### config.mk
export PLATFORM = sky130hd
export DESIGN_NAME = voting_machine
export DESIGN_NICKNAME = d
export VERILOG_FILES = /design/src/rtl/voting_pkg.sv /design/src/rtl/press_qualifier.sv /design/src/rtl/voting_machine.sv
export SDC_FILE = /design/constraint.sdc
export NUM_CORES = 1
export LEC_CHECK = 0
export CORE_UTILIZATION = 40
export DETAILED_ROUTE_END_ITERATION = 12
export PLACE_DENSITY = 0.58
export REMOVE_ABC_BUFFERS = 1
export SLEW_MARGIN = 25
export SYNTH_ARGS = -nofsm -noshare
export SYNTH_HDL_FRONTEND = slang
export SYNTH_HIERARCHICAL = 1
export SYNTH_SLANG_ARGS = --single-unit
### constraint.sdc
create_clock -name clk -period 2.8 [get_ports clk]
set_input_delay 0.42 -clock clk [delete_from_list [all_inputs] [get_ports clk]]
set_output_delay 0.42 -clock clk [all_outputs]
set_load 0.05 [all_outputs]
### src/rtl/voting_pkg.sv
// Shared definitions for the four-candidate voting machine.
// Holds candidate count, default timing/width constants, the LED flash
// pattern, mode encodings and two small button-vector helpers used by both
// the press qualifier and the display mux.
package voting_pkg;

  localparam int NUM_CAND    = 4;
  localparam int ID_W        = $clog2(NUM_CAND);
  localparam int HOLD_CYCLES = 10;
  localparam int CNT_W       = 8;

  localparam logic [7:0] LED_FLASH   = 8'hFF;
  localparam logic       MODE_VOTE   = 1'b0;
  localparam logic       MODE_RESULT = 1'b1;

  typedef logic [ID_W-1:0] cand_id_t;

  // True when exactly one button of the vector is high.
  function automatic logic is_single(input logic [NUM_CAND-1:0] b);
    return (b != '0) && ((b & (b - 1'b1)) == '0);
  endfunction

  // Index of the lowest-numbered high button (button1 has top priority).
  // Returns 0 for an all-zero vector; callers qualify with |b or is_single.
  function automatic cand_id_t first_set(input logic [NUM_CAND-1:0] b);
    cand_id_t idx;
    idx = '0;
    for (int i = NUM_CAND - 1; i >= 0; i--) begin
      if (b[i]) idx = cand_id_t'(i);
    end
    return idx;
  endfunction

endpackage

### src/rtl/press_qualifier.sv
// Press qualifier: turns raw level buttons into at most one vote per
// distinct press.
//   clk        system clock, rising edge
//   rst        asynchronous active-low reset
//   mode       0 = vote mode, 1 = result mode (qualification disabled)
//   buttons    button vector, bit 0 = button1
//   vote_valid one-cycle pulse, registered, on the edge a press is accepted
//   vote_id    candidate index of the accepted press (valid with vote_valid)
// A press is accepted when the same single button has been seen on
// HOLD_CYCLES consecutive edges; it then locks until released or replaced
// by a different single button.
module press_qualifier #(
  parameter int HOLD_CYCLES = 10
) (
  input  logic       clk,
  input  logic       rst,
  input  logic       mode,
  input  logic [3:0] buttons,
  output logic       vote_valid,
  output logic [1:0] vote_id
);
  import voting_pkg::*;

  localparam logic [7:0] HOLD_TGT = 8'(HOLD_CYCLES);

  logic [7:0] hcnt_q, hcnt_d;
  cand_id_t   id_q, id_d, press_id;
  logic       locked_q, locked_d;
  logic       valid_q, valid_d;

  assign press_id = first_set(buttons);

  // NOTE: every variable driven here gets a default first, so no path can
  // leave one unassigned and infer a latch.
  always_comb begin
    hcnt_d   = hcnt_q;
    id_d     = id_q;
    locked_d = locked_q;
    valid_d  = 1'b0;

    if (mode == MODE_RESULT || !is_single(buttons)) begin
      // Release, chord or result mode: start over and drop the lock.
      hcnt_d   = '0;
      locked_d = 1'b0;
    end else if (press_id != id_q) begin
      hcnt_d   = 8'd1;
      id_d     = press_id;
      locked_d = 1'b0;
    end else if (!locked_q) begin
      hcnt_d = hcnt_q + 8'd1;
    end

    // A cleared count is never equal to the target (HOLD_CYCLES >= 1), and a
    // locked press keeps locked_d high, so this fires once per press.
    if (!locked_d && hcnt_d == HOLD_TGT) begin
      valid_d  = 1'b1;
      locked_d = 1'b1;
    end
  end

  // NOTE: state registers use non-blocking assignments so every flop samples
  // the pre-edge values, independent of statement order.
  always_ff @(posedge clk or negedge rst) begin
    if (!rst) begin
      hcnt_q   <= '0;
      id_q     <= '0;
      locked_q <= 1'b0;
      valid_q  <= 1'b0;
    end else begin
      hcnt_q   <= hcnt_d;
      id_q     <= id_d;
      locked_q <= locked_d;
      valid_q  <= valid_d;
    end
  end

  assign vote_valid = valid_q;
  assign vote_id    = id_q;

endmodule

### src/rtl/voting_machine.sv
// Four-candidate voting machine top.
//   clk             system clock, rising edge
//   rst             asynchronous active-low reset
//   mode            0 = vote mode, 1 = result/display mode
//   button1..4      candidate buttons, active-high levels
//   led             registered display: all-on for one cycle per accepted
//                   vote (mode 0) or the count of the highest-priority held
//                   button (mode 1)
// Holds the per-candidate saturating counters and the LED mux/register;
// press qualification lives in press_qualifier.
module voting_machine #(
  parameter int HOLD_CYCLES = 10,
  parameter int CNT_W       = 8
) (
  input  logic             clk,
  input  logic             rst,
  input  logic             mode,
  input  logic             button1,
  input  logic             button2,
  input  logic             button3,
  input  logic             button4,
  output logic [CNT_W-1:0] led
);
  import voting_pkg::*;

  localparam logic [CNT_W-1:0] CNT_MAX = {CNT_W{1'b1}};

  logic [NUM_CAND-1:0] buttons;
  logic                vote_valid;
  cand_id_t            vote_id;
  logic [CNT_W-1:0]    count [NUM_CAND];
  logic [CNT_W-1:0]    led_d;

  assign buttons = {button4, button3, button2, button1};

  press_qualifier #(
    .HOLD_CYCLES(HOLD_CYCLES)
  ) u_press_qualifier (
    .clk       (clk),
    .rst       (rst),
    .mode      (mode),
    .buttons   (buttons),
    .vote_valid(vote_valid),
    .vote_id   (vote_id)
  );

  // NOTE: the counters are a small flop array, not a RAM, so they take the
  // asynchronous reset like any other state.
  always_ff @(posedge clk or negedge rst) begin
    if (!rst) begin
      for (int i = 0; i < NUM_CAND; i++) count[i] <= '0;
    end else if (vote_valid && count[vote_id] != CNT_MAX) begin
      count[vote_id] <= count[vote_id] + CNT_W'(1);
    end
  end

  // Display uses the pre-increment count, so a vote accepted on this edge
  // shows up in mode 1 one cycle later.
  always_comb begin
    led_d = '0;
    if (mode == MODE_RESULT) begin
      if (|buttons) led_d = count[first_set(buttons)];
    end else if (vote_valid) begin
      led_d = CNT_W'(LED_FLASH);
    end
  end

  always_ff @(posedge clk or negedge rst) begin
    if (!rst) led <= '0;
    else      led <= led_d;
  end

endmodule

==> impl_metrics.csv, run 1 <==
group,metric,value,unit
global_routing,grt_pass1_vias,1850,
floorplan,core_area,6910,sq um
job,cap_viol_max_count,0,
place,placed_cells,340,
setup_path,crit_path_start,"u_press_qualifier/vote_id[0]",
setup_path,crit_buf_inv,0,
sta,fin_crit_sh,84.0,%
route,drc_viols,0,
place,dp_hpwl,4090,um
global_routing,grt_start_max_net_pins,29,
global_routing,number_of_antenna_violations_at_the_first_check_in_global_routing,0,
finish,end_of_flow_core_utilization,47.5,%
finish,finish.net_count,260,
finish,regArea,1300,sq um
synthesis,synth_cells,226,
clocking,cts.clk_slew.worst_paths,0.10,ns
finish,area_delta_synth_final,12.7,%
outcome,status,"finished, final reports clean",
synthesis,synthesis.area,2910,sq um
synthesis,ys_ff_latch,52,
sta,setup_slack,0.447,ns
sta,finalMaxSlewViolations,0,
synthesis,ys_async_sr_fraction,100,%
finish,multi_input_comb_area,1520,sq um
route,via_count,1872,
pwr,total_switching_power,393,uW
route,detail_route.first_pass.iterations,4,
place,number_of_i_o_port_buffers,14,
sta,slew_headroom,67.1,%
setup_path,ff2ff_path_depth,5,
synthesis,yosys_most_used_dff,"dfrtp_1",
synthesis,number_of_enable_flip_flop_cells_after_synthesis,0,
sta,clock-skew-final,0.0109,ns
setup_path,crit_path_max_fanout,9,
clocking,cts.sinks,52,
finish,drive_above_1_share,29.0,%
setup_path,worst_setup_path_type,"reg -> reg",
sta,finalWorstPathRequiredPeriod,2.35,ns
floorplan,die_y,87.3,um
setup_path,rr_endpoint,"count[17]",
global_routing,grt_usage,17.2,%
synthesis,part_of_the_yosys_area_used_for_sequential_elements,44.7,%
floorplan,chipWidth,87.3,um
synthesis,yosys.cell_types.count,49,
clocking,tritoncts_buffer_count,5,
clocking,worst_skew_pair_latency,0.31,ns
sta,totalNegativeSetupSlack,0,ns
sta,finalSetupViolations,0,
pwr,sw_frac_of_total,27.5,%
clocking,cts.htree.levels,2,
sta,rsz0062_at_grt,"false",
setup_path,crit_chain,"mux4_1 -> ha_1 -> nand3_4 -> o2111ai_4 -> mux2_1",
finish,mostFrequentLayoutCell,"dfrtp_1",
floorplan,floorplan.initialDensity,42.1,%
pwr,p_comb_share,14.3,%
setup_path,cp-endpoint,"count[17]",
route,routed_wire_length_per_instance,16.7,um
route,detail_route.vias_per_cell,5.38,
pwr,power.ir.vdd_worst,175,uV
global_routing,grt_overflow_total,0,
setup_path,crit_family,"multiplexers",
place,dp_worst_setup_slack,0.402,ns
synthesis,syn_area_per_cell,12.9,sq um
clocking,clockBufferDepth,2,
setup_path,timing.critical_path.from_type,"flop",
clocking,cts_root_buffer,"clkbuf_8",
pwr,leakagePower,0.00149,uW
pwr,p_seq_share,54.6,%
synthesis,synth_top_cells_by_area,"dfrtp_1 45%, mux2_2 9.7%, mux4_2 9.3%",
finish,post_layout_nonfiller_instances,348,
finish,fillCellCount,640,
route,route.final.wire_length,5810,um
setup_path,setup.reg_to_reg.worst_slack,0.45,ns
sta,fmaxAchievable,425,MHz
setup_path,crit_cells,5,
clocking,postCtsSetupBuffers,0,
setup_path,critical_path.reg2reg.startpoint,"u_press_qualifier/vote_id[0]",
pwr,design_power_total,1430,uW
clocking,post_cts_resized,0,
floorplan,design.portCount,15,
clocking,tritoncts,"built",
finish,antennaDiodeCount,0,
setup_path,slowest_stage,"mux4_1",
place,finalWeightedCongestion,0.764,
synthesis,synth.yosys.warnings,6,
synthesis,synth.largest_area_cell,"dfrtp_1",
pwr,clock_power_share,31.1,%
setup_path,slowest_delay,0.65,ns
min_path,hp-class,"in -> async",
sta,hold_viol,0,
route,iter_0_drt_violations,123,
floorplan,die-area,7620,sq um
pwr,power-per-cell-area,435,nW/um^2
global_routing,grt_first_pass_wirelength,9800,um
clocking,cts_hold_repair.buffers,0,
finish,most_frequent_cells_in_the_layout,"52 x dfrtp_1, 30 x nand2_1, 25 x mux2_2",
setup_path,critical_path.endpoint_type,"flop",
synthesis,yosys.area.top_type_share,44.7,%
floorplan,core.rowCount,30,
pwr,p_int,1030,uW
setup_path,worst_ep_arrival_time,2.56,ns
sta,tightest_slew,0.491,ns
setup_path,worstPathRequired,3.01,ns
route,route.antenna.remaining_nets,0,
-- layout make-up --
type	instances	area share, %
multi-input combinational	161	46.5
sequential	52	39.7
timing repair buffer	26	6.86
tap	96	3.66
clock buffer	5	2.10
clock inverter	3	0.686
inverter	5	0.572
-- metrics by stage --
step | area [sq um] | hold slack (ns)
after global placement | 3190 | 0.433
after floorplan | 2840 | 0.124
after global routing | 3280 | 0.111
final | 3280 | 0.0843
after detailed placement | 3190 | 0.439
after CTS | 3280 | 0.0919
-- cells in the mapped netlist, types with 4 or more instances --
| cell | instances |
|---|---|
| a21oi_1 | 6 |
| buf_6 | 4 |
| dfrtp_1 | 52 |
| inv_1 | 5 |
| mux2_2 | 25 |
| mux4_1 | 4 |
| mux4_2 | 12 |
| nand2_1 | 30 |
| nand2b_1 | 5 |
| nor2_1 | 14 |
| nor3_1 | 5 |
| o21ai_0 | 5 |
| xnor2_1 | 9 |
| xor2_1 | 7 |
-- how the worst min path moves through the flow --
stage               startpoint   endpoint  slack (ns)  cells after the start
floorplan                  rst   count[0]        0.12                      0
global placement           rst  count[21]        0.43                      2
detailed placement         rst  count[21]        0.44                      2
CTS                        rst  count[21]        0.09                      2
global route               rst  count[17]        0.11                      2
finish                     rst  count[17]        0.08                      2
-- sequential cells by signal (all words and copies together) (netlist names) --
signal	flops
u_press_qualifier/vote_id	2
led	8
u_press_qualifier/locked_q	1
count	32
u_press_qualifier/vote_valid	1
u_press_qualifier/hcnt_q	8
-- worst reg2reg max path, stage by stage (launching register included) --
cell and delay (ns):
dfrtp_1 0.54, mux4_1 0.65, ha_1 0.26, nand3_4 0.16
o2111ai_4 0.25, mux2_1 0.38
-- cells by family after synthesis --
kind of cell | share of synthesized area (%)
buffers and inverters | 2.92
DFF | 44.7
adders and majority gates | 0.860
xor gates and xnor gates | 4.82
muxes | 24.4
AOI/OAI and AO/OA | 8.73
and+or+nand+nor | 13.6
-- power groups by stage --
stage	Combinational, uW	Clock (uW)	Sequential [uW]
floorplan	92.5	0	818
global placement	204	0	793
detailed placement	206	0	793
CTS	207	462	778
global route	221	495	782
finish	204	444	779
-- per-layer routing --
metal	vias to the layer above	part of all wire [%]	GRT usage, %	routed length [um]
met1	948	52	25.6	2990
met2	34	44	25.3	2580
met3	6	2.7	3.13	156
li1	884	-	-	-
met5	-	0	0	0
met4	0	1.4	5.37	79
Power figures use the tool's default switching activity.
==> inputs of run 2 (changes only) <==
--- a/config.mk
+++ b/config.mk
@@ -7,7 +7,7 @@
 export LEC_CHECK = 0
 export CORE_UTILIZATION = 40
 export DETAILED_ROUTE_END_ITERATION = 12
-export PLACE_DENSITY = 0.58
+export PLACE_DENSITY = 0.6
 export REMOVE_ABC_BUFFERS = 1
 export SLEW_MARGIN = 25
 export SYNTH_ARGS = -nofsm -noshare
==> constraint.sdc (replaced) <==
create_clock -name clk -period 2.15 [get_ports clk]
set_input_delay 0.3225 -clock clk [delete_from_list [all_inputs] [get_ports clk]]
set_output_delay 0.3225 -clock clk [all_outputs]
set_load 0.05 [all_outputs]
==> run 2 against run 1 <==
Die area unchanged. Maximum frequency increased by 11%. Wire length up 4.1%. Utilization up 4.2 points. Sequential power is 30% higher. Power rose by 45%. Global-route usage decreased by 0.077 points. Combinational power is 82% higher. Register-to-register slack worse by 0.41 ns. Sequential share of layout area is 3.2 points lower. First-iteration DRC count is 5.7% higher. Sequential cell count unchanged. Highest routed layer unchanged.
==> impl_metrics.csv, run 2 (synthesis results as in run 1) <==
group,metric,value,unit
outcome,status,"finished, final reports clean",
finish,mostFrequentLayoutCell,"dfrtp_1",
setup_path,timing.critical_path.from_type,"flop",
global_routing,grt_overflow_total,0,
sta,clock-skew-final,0.0120,ns
finish,final_area,3570,sq um
route,route.final.wire_length,6050,um
clocking,tritoncts_buffer_count,5,
route,via_count,1966,
finish,area_delta_synth_final,22.6,%
route,iter_0_drt_violations,130,
setup_path,crit_path_max_fanout,13,
clocking,clockBufferDepth,2,
place,dp_hpwl,4200,um
place,placed_area,3330,sq um
setup_path,worstPathRequired,2.34,ns
sta,fin_crit_sh,98.2,%
sta,finalMaxSlewViolations,0,
route,drc_viols,0,
sta,fmaxAchievable,474,MHz
clocking,tritoncts,"built",
finish,finish.net_count,285,
floorplan,chipWidth,87.3,um
sta,hold_viol,0,
place,finalWeightedCongestion,0.812,
setup_path,worst_ep_arrival_time,2.30,ns
floorplan,core.rowCount,30,
pwr,power-per-cell-area,578,nW/um^2
clocking,worst_skew_pair_latency,0.31,ns
floorplan,core_area,6910,sq um
finish,most_frequent_cells_in_the_layout,"51 x dfrtp_1, 30 x nand2_1, 29 x buf_4",
floorplan,floorplan.initialDensity,42.1,%
global_routing,grt_pass1_vias,1980,
finish,end_of_flow_core_utilization,51.7,%
setup_path,worst_setup_path_type,"reg -> reg",
floorplan,die-area,7620,sq um
global_routing,number_of_antenna_violations_at_the_first_check_in_global_routing,0,
setup_path,critical_path.endpoint_type,"flop",
pwr,power.ir.vdd_worst,260,uV
job,cap_viol_max_count,0,
global_routing,grt_start_max_net_pins,53,
route,routed_wire_length_per_instance,16.2,um
global_routing,grt_first_pass_wirelength,9800,um
route,detail_route.vias_per_cell,5.27,
finish,largest_register,"count",
floorplan,die_y,87.3,um
route,detail_route.first_pass.iterations,4,
sta,slew_headroom,66.4,%
global_routing,grt_usage,17.1,%
route,route.antenna.remaining_nets,0,
finish,largest_reg_flops,32,
place,number_of_i_o_port_buffers,14,
pwr,leakagePower,0.00161,uW
clocking,cts_root_buffer,"clkbuf_8",
floorplan,design.portCount,15,
sta,finalWorstPathRequiredPeriod,2.11,ns
sta,tightest_slew,0.502,ns
clocking,cts.htree.levels,2,
clocking,cts.sinks,52,
sta,finalSetupViolations,0,
sta,rsz0062_at_grt,"true",
finish,drive_above_1_share,36.8,%
finish,largest_registers,"count x32, led x8, u_press_qualifier/hcnt_q x8",
pwr,design_power_total,2060,uW
min_path,hp-class,"in -> async",
clocking,cts.clk_slew.worst_paths,0.10,ns
finish,antennaDiodeCount,0,
-- run 2: cell types whose count changed in the layout (fill, tap and decap cells not counted), sizes merged --
cell         change
buf             +22
bufinv           +1
clkbuf           +1
clkinv           -2
dlygate4sd3      +1
o2111ai          +2
-- run 2: worst paths after layout --
path                                              startpoint                      endpoint  slack, ns  cells past startpoint
worst max-delay path            u_press_qualifier/vote_id[0]                     count[28]       0.04                      6
worst min-delay path                                     rst                     count[10]       0.52                      3
worst max register to register  u_press_qualifier/vote_id[0]                     count[28]       0.04                      6
worst min register to register                      count[8]                      count[8]       0.54                      2
max in group asynchronous                                rst  u_press_qualifier/vote_id[0]       1.39                      3
min in group clk                                    count[8]                      count[8]       0.54                      2
-- run 2: area by class of cell --
type | instances | area (sq um)
Clock buffer | 6 | 72.6
Clock inverter | 2 | 38.8
Fill cell | 623 | 3340
Inverter | 5 | 18.8
Multi-Input combinational cell | 163 | 1550
Sequential cell | 52 | 1300
Tap cell | 96 | 120
Timing Repair Buffer | 49 | 463
-- run 2: critical path, cell delays in order (launching register included) --
cell and delay [ns]:
dfrtp_2 0.46, buf_12 0.16, mux4_2 0.39, nand4_4 0.22
o211ai_4 0.26, buf_12 0.16, mux2_2 0.33
-- run 2: power breakdown --
group          leakage [uW]  switching (uW)  internal (uW)  total, uW
clock             0.0000558             329            352        681
combinational      0.000830             176            196        372
sequential         0.000723            19.5            990       1010
-- run 2: per-layer routing --
| layer | share of wire (%) | track usage (%) | vias to the layer above |
|---|---|---|---|
| li1 | - | - | 934 |
| met1 | 49 | 23.5 | 964 |
| met2 | 45 | 26.6 | 56 |
| met3 | 4.0 | 2.27 | 12 |
| met4 | 2.1 | 8.79 | 0 |
| met5 | 0 | 0 | - |
-- run 2: repair_timing --
| action | 4_1_cts | 5_1_grt |
|---|---|---|
| gates cloned | 0 | 2 |
| pin swaps | 1 | 5 |
| endpoints found under the setup margin | 28 | 29 |
| hold buffers | 1 | 0 |
| gates resized for setup | 4 | 2 |
| buffers inserted | 1 | 7 |
| hold endpoints to repair | 15 | 0 |
-- run 2: stage by stage --
step / instances / setup WS [ns] / TNS, ns / hold WS [ns]
3_3_place_gp: 354 / -0.0149 / -0.0262 / 0.334
5_1_grt: 373 / -0.0275 / -0.214 / 0.557
4_1_cts: 364 / -0.0260 / -0.0859 / 0.524
2_1_floorplan: 218 / -0.474 / -11.94 / 0.0269
3_5_place_dp: 354 / -0.0811 / -0.988 / 0.339
6_report: 373 / 0.0389 / 0 / 0.521
